## src/rtl/sipo_pkg.sv

```systemverilog
// Shared definitions for the serial-in/parallel-out receive controller.
package sipo_pkg;

    // Controller FSM encoding: waiting for a frame start, or clocking bits in.
    typedef enum logic {
        ST_IDLE  = 1'b0,
        ST_SHIFT = 1'b1
    } state_t;

    // Default number of bits per frame.
    localparam int SIPO_W = 4;

endpackage

```

## src/rtl/sipo_shift_en.sv

```systemverilog
// WIDTH-bit shift register with enable; the bit order of the word is selectable.
module sipo_shift_en
    import sipo_pkg::*;
#(
    parameter int WIDTH     = SIPO_W,
    parameter bit MSB_FIRST = 1'b1
) (
    input  logic             clk,
    input  logic             rst,
    input  logic             en,
    input  logic             serial_in,
    output logic [WIDTH-1:0] parallel_out
);

    logic [WIDTH-1:0] r_sr;
    logic [WIDTH-1:0] w_srNext;

    // With MSB_FIRST the oldest bit walks up to the top; otherwise it walks down to bit 0.
    generate
        if (MSB_FIRST) begin : g_msbFirst
            assign w_srNext = {r_sr[WIDTH-2:0], serial_in};
        end else begin : g_lsbFirst
            assign w_srNext = {serial_in, r_sr[WIDTH-1:1]};
        end
    endgenerate

    // Shift one bit per enabled cycle; reset clears any partially received word.
    always_ff @(posedge clk or posedge rst) begin
        if (rst) begin
            r_sr <= '0;
        end else if (en) begin
            r_sr <= w_srNext;
        end
    end

    assign parallel_out = r_sr;

endmodule

```

## src/rtl/sipo_rx_ctrl.sv

```systemverilog
// Frame controller: detects a frame start, shifts exactly WIDTH bits into the
// SIPO, then hands the word to a valid/ready holding register. The serial side
// cannot be stalled, so a word that finds the holding register still full is
// dropped and recorded in a sticky overrun flag.
module sipo_rx_ctrl
    import sipo_pkg::*;
#(
    parameter int WIDTH     = SIPO_W,
    parameter bit MSB_FIRST = 1'b1
) (
    input  logic             clk,
    input  logic             rst,
    input  logic             serial_in,
    input  logic             start,
    input  logic             out_ready,
    input  logic             clr_ovr,
    output logic             shift_en,
    output logic             busy,
    output logic [WIDTH-1:0] word_out,
    output logic             word_valid,
    output logic             overrun
);

    localparam int CW = (WIDTH > 1) ? $clog2(WIDTH) : 1;
    localparam logic [CW-1:0] LAST_BIT = CW'(WIDTH - 1);

    state_t           r_state;
    state_t           w_stateNext;
    logic [CW-1:0]    r_bitCnt;
    logic [CW-1:0]    w_bitCntNext;
    logic             w_shiftEn;
    logic             w_wordDone;
    logic [WIDTH-1:0] w_srOut;
    logic [WIDTH-1:0] w_wordNext;
    logic [WIDTH-1:0] r_wordOut;
    logic             r_wordValid;
    logic             r_overrun;
    logic             w_handshake;
    logic             w_dropWord;

    sipo_shift_en #(
        .WIDTH     (WIDTH),
        .MSB_FIRST (MSB_FIRST)
    ) u_shift (
        .clk          (clk),
        .rst          (rst),
        .en           (w_shiftEn),
        .serial_in    (serial_in),
        .parallel_out (w_srOut)
    );

    // The finished word must include the bit arriving in the final cycle, so it is
    // formed here from the register contents plus the current serial bit.
    generate
        if (MSB_FIRST) begin : g_wordMsb
            assign w_wordNext = {w_srOut[WIDTH-2:0], serial_in};
        end else begin : g_wordLsb
            assign w_wordNext = {serial_in, w_srOut[WIDTH-1:1]};
        end
    endgenerate

    // FSM and bit counter registers.
    always_ff @(posedge clk or posedge rst) begin
        if (rst) begin
            r_state  <= ST_IDLE;
            r_bitCnt <= '0;
        end else begin
            r_state  <= w_stateNext;
            r_bitCnt <= w_bitCntNext;
        end
    end

    // Next-state logic: the start cycle carries bit 0, and start is ignored mid-frame.
    always_comb begin
        w_stateNext  = r_state;
        w_bitCntNext = r_bitCnt;
        w_shiftEn    = 1'b0;
        w_wordDone   = 1'b0;
        case (r_state)
            ST_IDLE: begin
                if (start) begin
                    w_shiftEn    = 1'b1;
                    w_bitCntNext = CW'(1);
                    w_stateNext  = ST_SHIFT;
                end
            end
            ST_SHIFT: begin
                w_shiftEn = 1'b1;
                if (r_bitCnt == LAST_BIT) begin
                    w_wordDone   = 1'b1;
                    w_bitCntNext = '0;
                    w_stateNext  = ST_IDLE;
                end else begin
                    w_bitCntNext = r_bitCnt + CW'(1);
                end
            end
            default: begin
                w_stateNext  = ST_IDLE;
                w_bitCntNext = '0;
            end
        endcase
    end

    assign w_handshake = r_wordValid && out_ready;
    assign w_dropWord  = w_wordDone && r_wordValid && !out_ready;

    // Holding register: load a finished word when empty or being drained this cycle.
    always_ff @(posedge clk or posedge rst) begin
        if (rst) begin
            r_wordOut   <= '0;
            r_wordValid <= 1'b0;
        end else if (w_wordDone && (!r_wordValid || out_ready)) begin
            r_wordOut   <= w_wordNext;
            r_wordValid <= 1'b1;
        end else if (w_handshake) begin
            r_wordValid <= 1'b0;
        end
    end

    // Sticky overrun flag; a new drop in the same cycle as a clear keeps it set.
    always_ff @(posedge clk or posedge rst) begin
        if (rst) begin
            r_overrun <= 1'b0;
        end else if (w_dropWord) begin
            r_overrun <= 1'b1;
        end else if (clr_ovr) begin
            r_overrun <= 1'b0;
        end
    end

    assign shift_en   = w_shiftEn;
    assign busy       = (r_state == ST_SHIFT);
    assign word_out   = r_wordOut;
    assign word_valid = r_wordValid;
    assign overrun    = r_overrun;

endmodule

```

## config.mk

```make
export PLATFORM = sky130hd
export DESIGN_NAME = sipo_rx_ctrl
export DESIGN_NICKNAME = d
export VERILOG_FILES = /design/src/rtl/sipo_pkg.sv /design/src/rtl/sipo_shift_en.sv /design/src/rtl/sipo_rx_ctrl.sv
export SDC_FILE = /design/constraint.sdc
export NUM_CORES = 1
export LEC_CHECK = 0
export ABC_AREA = 1
export BUFFER_PORTS_ARGS = -buffer_cell sky130_fd_sc_hd__buf_2
export CAP_MARGIN = 10
export CORE_AREA = 2 2 39 41
export DETAILED_ROUTE_END_ITERATION = 6
export DIE_AREA = 0 0 41 43
export SLEW_MARGIN = 20
export SYNTH_ARGS = -nofsm -noshare
export SYNTH_HDL_FRONTEND = slang
export SYNTH_SLANG_ARGS = --single-unit
```

## constraint.sdc

```tcl
create_clock -name clk -period 1.1 [get_ports clk]
set_input_delay 0.055 -clock clk [delete_from_list [all_inputs] [get_ports clk]]
set_output_delay 0.055 -clock clk [all_outputs]
set_load 0.005 [all_outputs]
```

Yosys cells after proc, flatten, opt, wreduce, memory -nomap -nowiden. Index checks and enable logic that the tools add are counted.

Register bits after elaboration: 12. Logic and storage cells: 32.

$add $sub $neg: 1. Equality and inequality tests: 2. Muxes and demuxes: 13. Bitwise operators: 1. Reduce and logical (&&, ||, !) cells: 9.

Operators with widths (number): 2-to-1 mux 1 bit (8); logical AND 1 bit (4); 2-to-1 mux 2 bit (2); one-hot mux 1 bit (2 select lines) (2); one-hot mux 2 bit (2 select lines) (1); nonzero test 2 bit (2); adder 2 x 1 -> 2 bit, second input constant (1); equality test 2 bit, second input constant (1); zero test 1 bit (2); != test 2 bit, second input constant (1); logical OR 1 bit (1); NOT 1 bit (1).

Logic depth before layout (Yosys ltp).
Word-level depth: 6. Mapped depth: 6. Depth with buffers taken out: 6.

Hierarchy. From an unflattened synthesis, not the netlist that was laid out.

Cell total of the unflattened synthesis: 60. Area total of the unflattened synthesis: 531.8 um^2.

Modules (own cells, without submodules): sipo_rx_ctrl (instances 1, cells an instance 42, area an instance 379.1 um^2, seq. area each 225.2 um^2); sipo_shift_en (instances 1, cells an instance 18, area an instance 152.6 um^2, seq. area each 100.1 um^2).

Worst setup path before layout. Ideal clock, no wire load.

Kind: register to register. Start point: reg r_bitCnt[0]. End point: reg r_wordOut[1], in the netlist word_out[1]. Arrival: 889 ps. Slack: 94 ps. Cell stages (with the launch flop): 6. Clock period less this slack: 1006 ps. Cell sequence: dfrtp_1 ha_1 nand2_2 clkinv_2 nand3_1 nand2_1.

Word-level cells in the longest chain between the ends: 4.

RTL lines: from (decl) (RTL line sipo_rx_ctrl.sv:29) `logic [CW-1:0] r_bitCnt;`; from (signal assigned) (RTL line sipo_rx_ctrl.sv:69) `r_bitCnt <= w_bitCntNext;`; equality test 2 bit (RTL line sipo_rx_ctrl.sv:89) `if (r_bitCnt == LAST_BIT) begin`; 2-to-1 mux 1 bit (RTL line sipo_rx_ctrl.sv:89); 2-to-1 mux 1 bit (RTL line sipo_rx_ctrl.sv:79) `case (r_state)`; logical AND 1 bit (RTL line sipo_rx_ctrl.sv:112) `end else if (w_wordDone && (!r_wordValid || out_ready)) begin`; to (signal assigned) (RTL line sipo_rx_ctrl.sv:113) `r_wordOut <= w_wordNext;`; to (decl) (RTL line sipo_rx_ctrl.sv:35) `logic [WIDTH-1:0] r_wordOut;`.

Every way passes these cells. A chain may end at the register's enable or synchronous reset.

Worst setup path in the final report.
Start point: reg r_state, in the netlist busy. End point: out shift_en.

Word-level cells in the longest chain between the ends: 2.

RTL lines: from (decl) (RTL line sipo_rx_ctrl.sv:27) `state_t r_state;`; from (signal assigned) (RTL line sipo_rx_ctrl.sv:68) `r_state <= w_stateNext;`; NOT 1 bit; one-hot mux 1 bit (2 select lines) (*) (RTL line sipo_rx_ctrl.sv:79); to (decl) (RTL line sipo_rx_ctrl.sv:17) `output logic shift_en,`.

Mark *: on every way between the ends. The rest lies on a longest branch, timed or not.

==> flow_metrics.env <==
export IMPL_status="finished clean"
export IMPL_timing_final_max_slew_violations=0
export IMPL_clkPwrFrac_pct=20.7
export IMPL_cp_end_kind="output pin"
export IMPL_post_synth_top_count_cell="nand2_1"
export IMPL_synth_ff_latch_count=12
export IMPL_power_frac_comb_pct=35.6
export IMPL_clkTransAtPathRegs_ns=0.07
export IMPL_cts_tree="done"
export IMPL_synth_top_area_cell="dfrtp_1"
export IMPL_rows=14
export IMPL_die_y_microns=43
export IMPL_netlist_cell_type_count=13
export IMPL_grt_usage_pct=13.56
export IMPL_yosysWarnings=0
export IMPL_ctsLongestPathBuffers=2
export IMPL_synth_top_area_share_pct=60.15
export IMPL_grt_antenna_before_repair=0
export IMPL_crit_path_cell_trace="nor2_4, inv_2, buf_2"
export IMPL_ios=14
export IMPL_final_area_sq_um=668.1
export IMPL_seqPwrFrac_pct=43.7
export IMPL_syn_avg_cell_area_sq_um=9.419
export IMPL_p_int_mw=1.101
export IMPL_cts_made_buffers=3
export IMPL_netlist_area_sq_um=499.2
export IMPL_hold_viol_final=0
export IMPL_vias=395
export IMPL_worst_path_max_delay_cell="dfrtp_2"
export IMPL_critPathBufInv=2
export IMPL_place_ws_ns=0.04023
export IMPL_synth_common_cells="nand2_1, dfrtp_1, inv_1, nor2_1, nand3_1"
export IMPL_maxCapViolCount=0
export IMPL_grt_max_degree=13
export IMPL_required_ns=1.04
export IMPL_wl_microns=865
export IMPL_die_area_sq_mm=0.001763
export IMPL_gr_total_overflow=0
export IMPL_start_util_pct=36.08
export IMPL_stdcell_count=91
export IMPL_ys_top_cells_by_area="dfrtp_1, nand2_1, nand2_4"
export IMPL_nNetsFinal=83
export IMPL_worstSetupStartpointType="register"
export IMPL_viasPerCell=4.341
export IMPL_whs_ns=0.09752
export IMPL_placed_area_sq_um=584.3
export IMPL_power_density_mw_per_mm2=2509
export IMPL_synth_nets=60
export IMPL_worstPathArrival_ns=1.00
export IMPL_core_region_area_sq_mm=0.001384
export IMPL_cts_sinks=12
export IMPL_drt_iter0_drc=10
export IMPL_hpwlAfterDp_microns=637.4
export IMPL_worst_slack_ns=0.04089
export IMPL_clock_latency_ns=0.27
export IMPL_drive_above_1_share_pct=34.67
export IMPL_max_freq_mhz=944.2
export IMPL_grt_pass1_vias=373
export IMPL_power_switching_mw=0.5754
export IMPL_portBuffers=13
export IMPL_place_inst=82
export IMPL_setup_viol=0
export IMPL_grt_pass1_wl_microns=1545
export IMPL_leakagePower_nw=0.3732
export IMPL_synth_async_reset_ratio_pct=100.0
export IMPL_period_share_pct=96.28
export IMPL_slew_headroom_pct=70.23
export IMPL_syn2layout_area_growth_pct=33.83
export IMPL_post_route_min_period_ns=1.059
export IMPL_htreeDepth=1
export IMPL_route_detailed_drc=0
export IMPL_rsz0062_at_grt="false"
export IMPL_diodes=0
export IMPL_synth_main_ff_cell="dfrtp_1"
export IMPL_crit_fanout=5
export IMPL_switching_share_pct=34.32
export IMPL_syn_inst=53
export IMPL_cts_root_buf="clkbuf_4"
export IMPL_hp_class="input port to register"
export IMPL_worst_pin_slew_ns=0.4460
export IMPL_synth_edff_count=0
export IMPL_ir_worst_vdd_v=0.0008164
export IMPL_crit_family="flip-flops"
export IMPL_tns_ns=0
export IMPL_ant_nets=0
export IMPL_crit_type="register to output pin"
export IMPL_dr_pass1_iters=2
export IMPL_critical_path_max_stage_delay_ns=0.43
export IMPL_gp_congestion=0.7257
export IMPL_skew_ns=0.001839
export IMPL_die_w_microns=41
export IMPL_routedWlPerCell_microns=9.505
export IMPL_fillers=158
export IMPL_yosysSeqAreaShare_pct=60.15
metal layers:
metal	GRT usage [%]	share of wire [%]
met2	18.75	49
met1	16.55	44
met5	0	0
met3	3.141	4.3
met4	12.00	3.5
state kept, by name, summed over array words and instances, names as in the netlist:
register and cells:
r_bitCnt 2, u_shift.parallel_out 3, overrun 1, busy 1, word_out 4, word_valid 1
worst register-to-register path, cell delays in order, from the launching register on:
cell and delay [ns]:
dfrtp_1 0.40, ha_1 0.22, nand2_2 0.11, inv_4 0.06, nand2_4 0.07, nand2_1 0.05, nand2_1 0.05
final cells by class:
type | instances | area (sq um) | share of cell area (%)
clock buffer | 4 | 36.28 | 5.431
inverter | 7 | 28.78 | 4.307
multi-input combinational | 34 | 171.4 | 25.66
sequential | 12 | 301.5 | 45.13
tap | 16 | 20.02 | 2.996
timing repair buffer | 18 | 110.1 | 16.48
through the flow:
step / utilization, % / power, mW
2_1_floorplan: - / 1.104
3_3_place_gp: 42.22 / 1.282
3_5_place_dp: 42.22 / 1.298
4_1_cts: 48.19 / 1.704
5_1_grt: 48.28 / 1.870
6_report: 48.28 / 1.677
logic make-up (layout without fill, tap and decap cells):
kind of cell / Yosys count / after routing / synth area share [%]
AOI/OAI and AO/OA: 3 / 3 / 3.259
and+or+nand+nor: 30 / 30 / 28.57
buffers and inverters: 7 / 29 / 5.513
adders and majority gates: 1 / 1 / 2.506
DFF: 12 / 12 / 60.15
path summary, 6_finish.rpt:
| kind | start | endpoint | slack, ns | cells after the start |
|---|---|---|---|---|
| worst min register to register | word_out[2]$_DFFE_PP0P_ | word_out[2]$_DFFE_PP0P_ | 0.47 | 2 |
| worst max register to register | r_bitCnt[0]$_DFFE_PP0P_ | word_out[3]$_DFFE_PP0P_ | 0.09 | 6 |
| max in group asynchronous | rst | busy$_DFF_PP0_ | 0.44 | 3 |
| worst min-delay path | start | u_shift.parallel_out[1]$_DFFE_PP0P_ | 0.1 | 4 |
| worst max-delay path | busy$_DFF_PP0_ | shift_en | 0.04 | 3 |
| min in group asynchronous | rst | word_out[2]$_DFFE_PP0P_ | 0.33 | 3 |
cells in the final DEF, fill, tap and decap left out, drive strengths merged:
cell type	Yosys	final
dfrtp	12	12
ha	1	1
o21ai	2	2
nand3	4	4
nor2	6	6
inv	6	7
clkbuf	0	4
buf	0	15
dlygate4sd3	0	3
nand2	20	20
o22ai	1	1
power by group through the flow:
stage | logic [mW] | clock network (mW) | registers (mW)
after floorplan | 0.351 | 0 | 0.753
after global placement | 0.532 | 0 | 0.749
after detailed placement | 0.543 | 0 | 0.755
after CTS | 0.605 | 0.364 | 0.736
after global routing | 0.720 | 0.388 | 0.762
final | 0.597 | 0.347 | 0.733
timing repair:
item / in CTS / in global routing
pin swaps: 1 / 0
gates resized for setup: 1 / 1
hold buffers: 3 / 0
setup buffers: 2 / 0
endpoints found under the hold margin: 14 / 0
gates cloned: 0 / 0
endpoints found under the setup margin: 1 / 4
(Power assumes the default switching activity.)
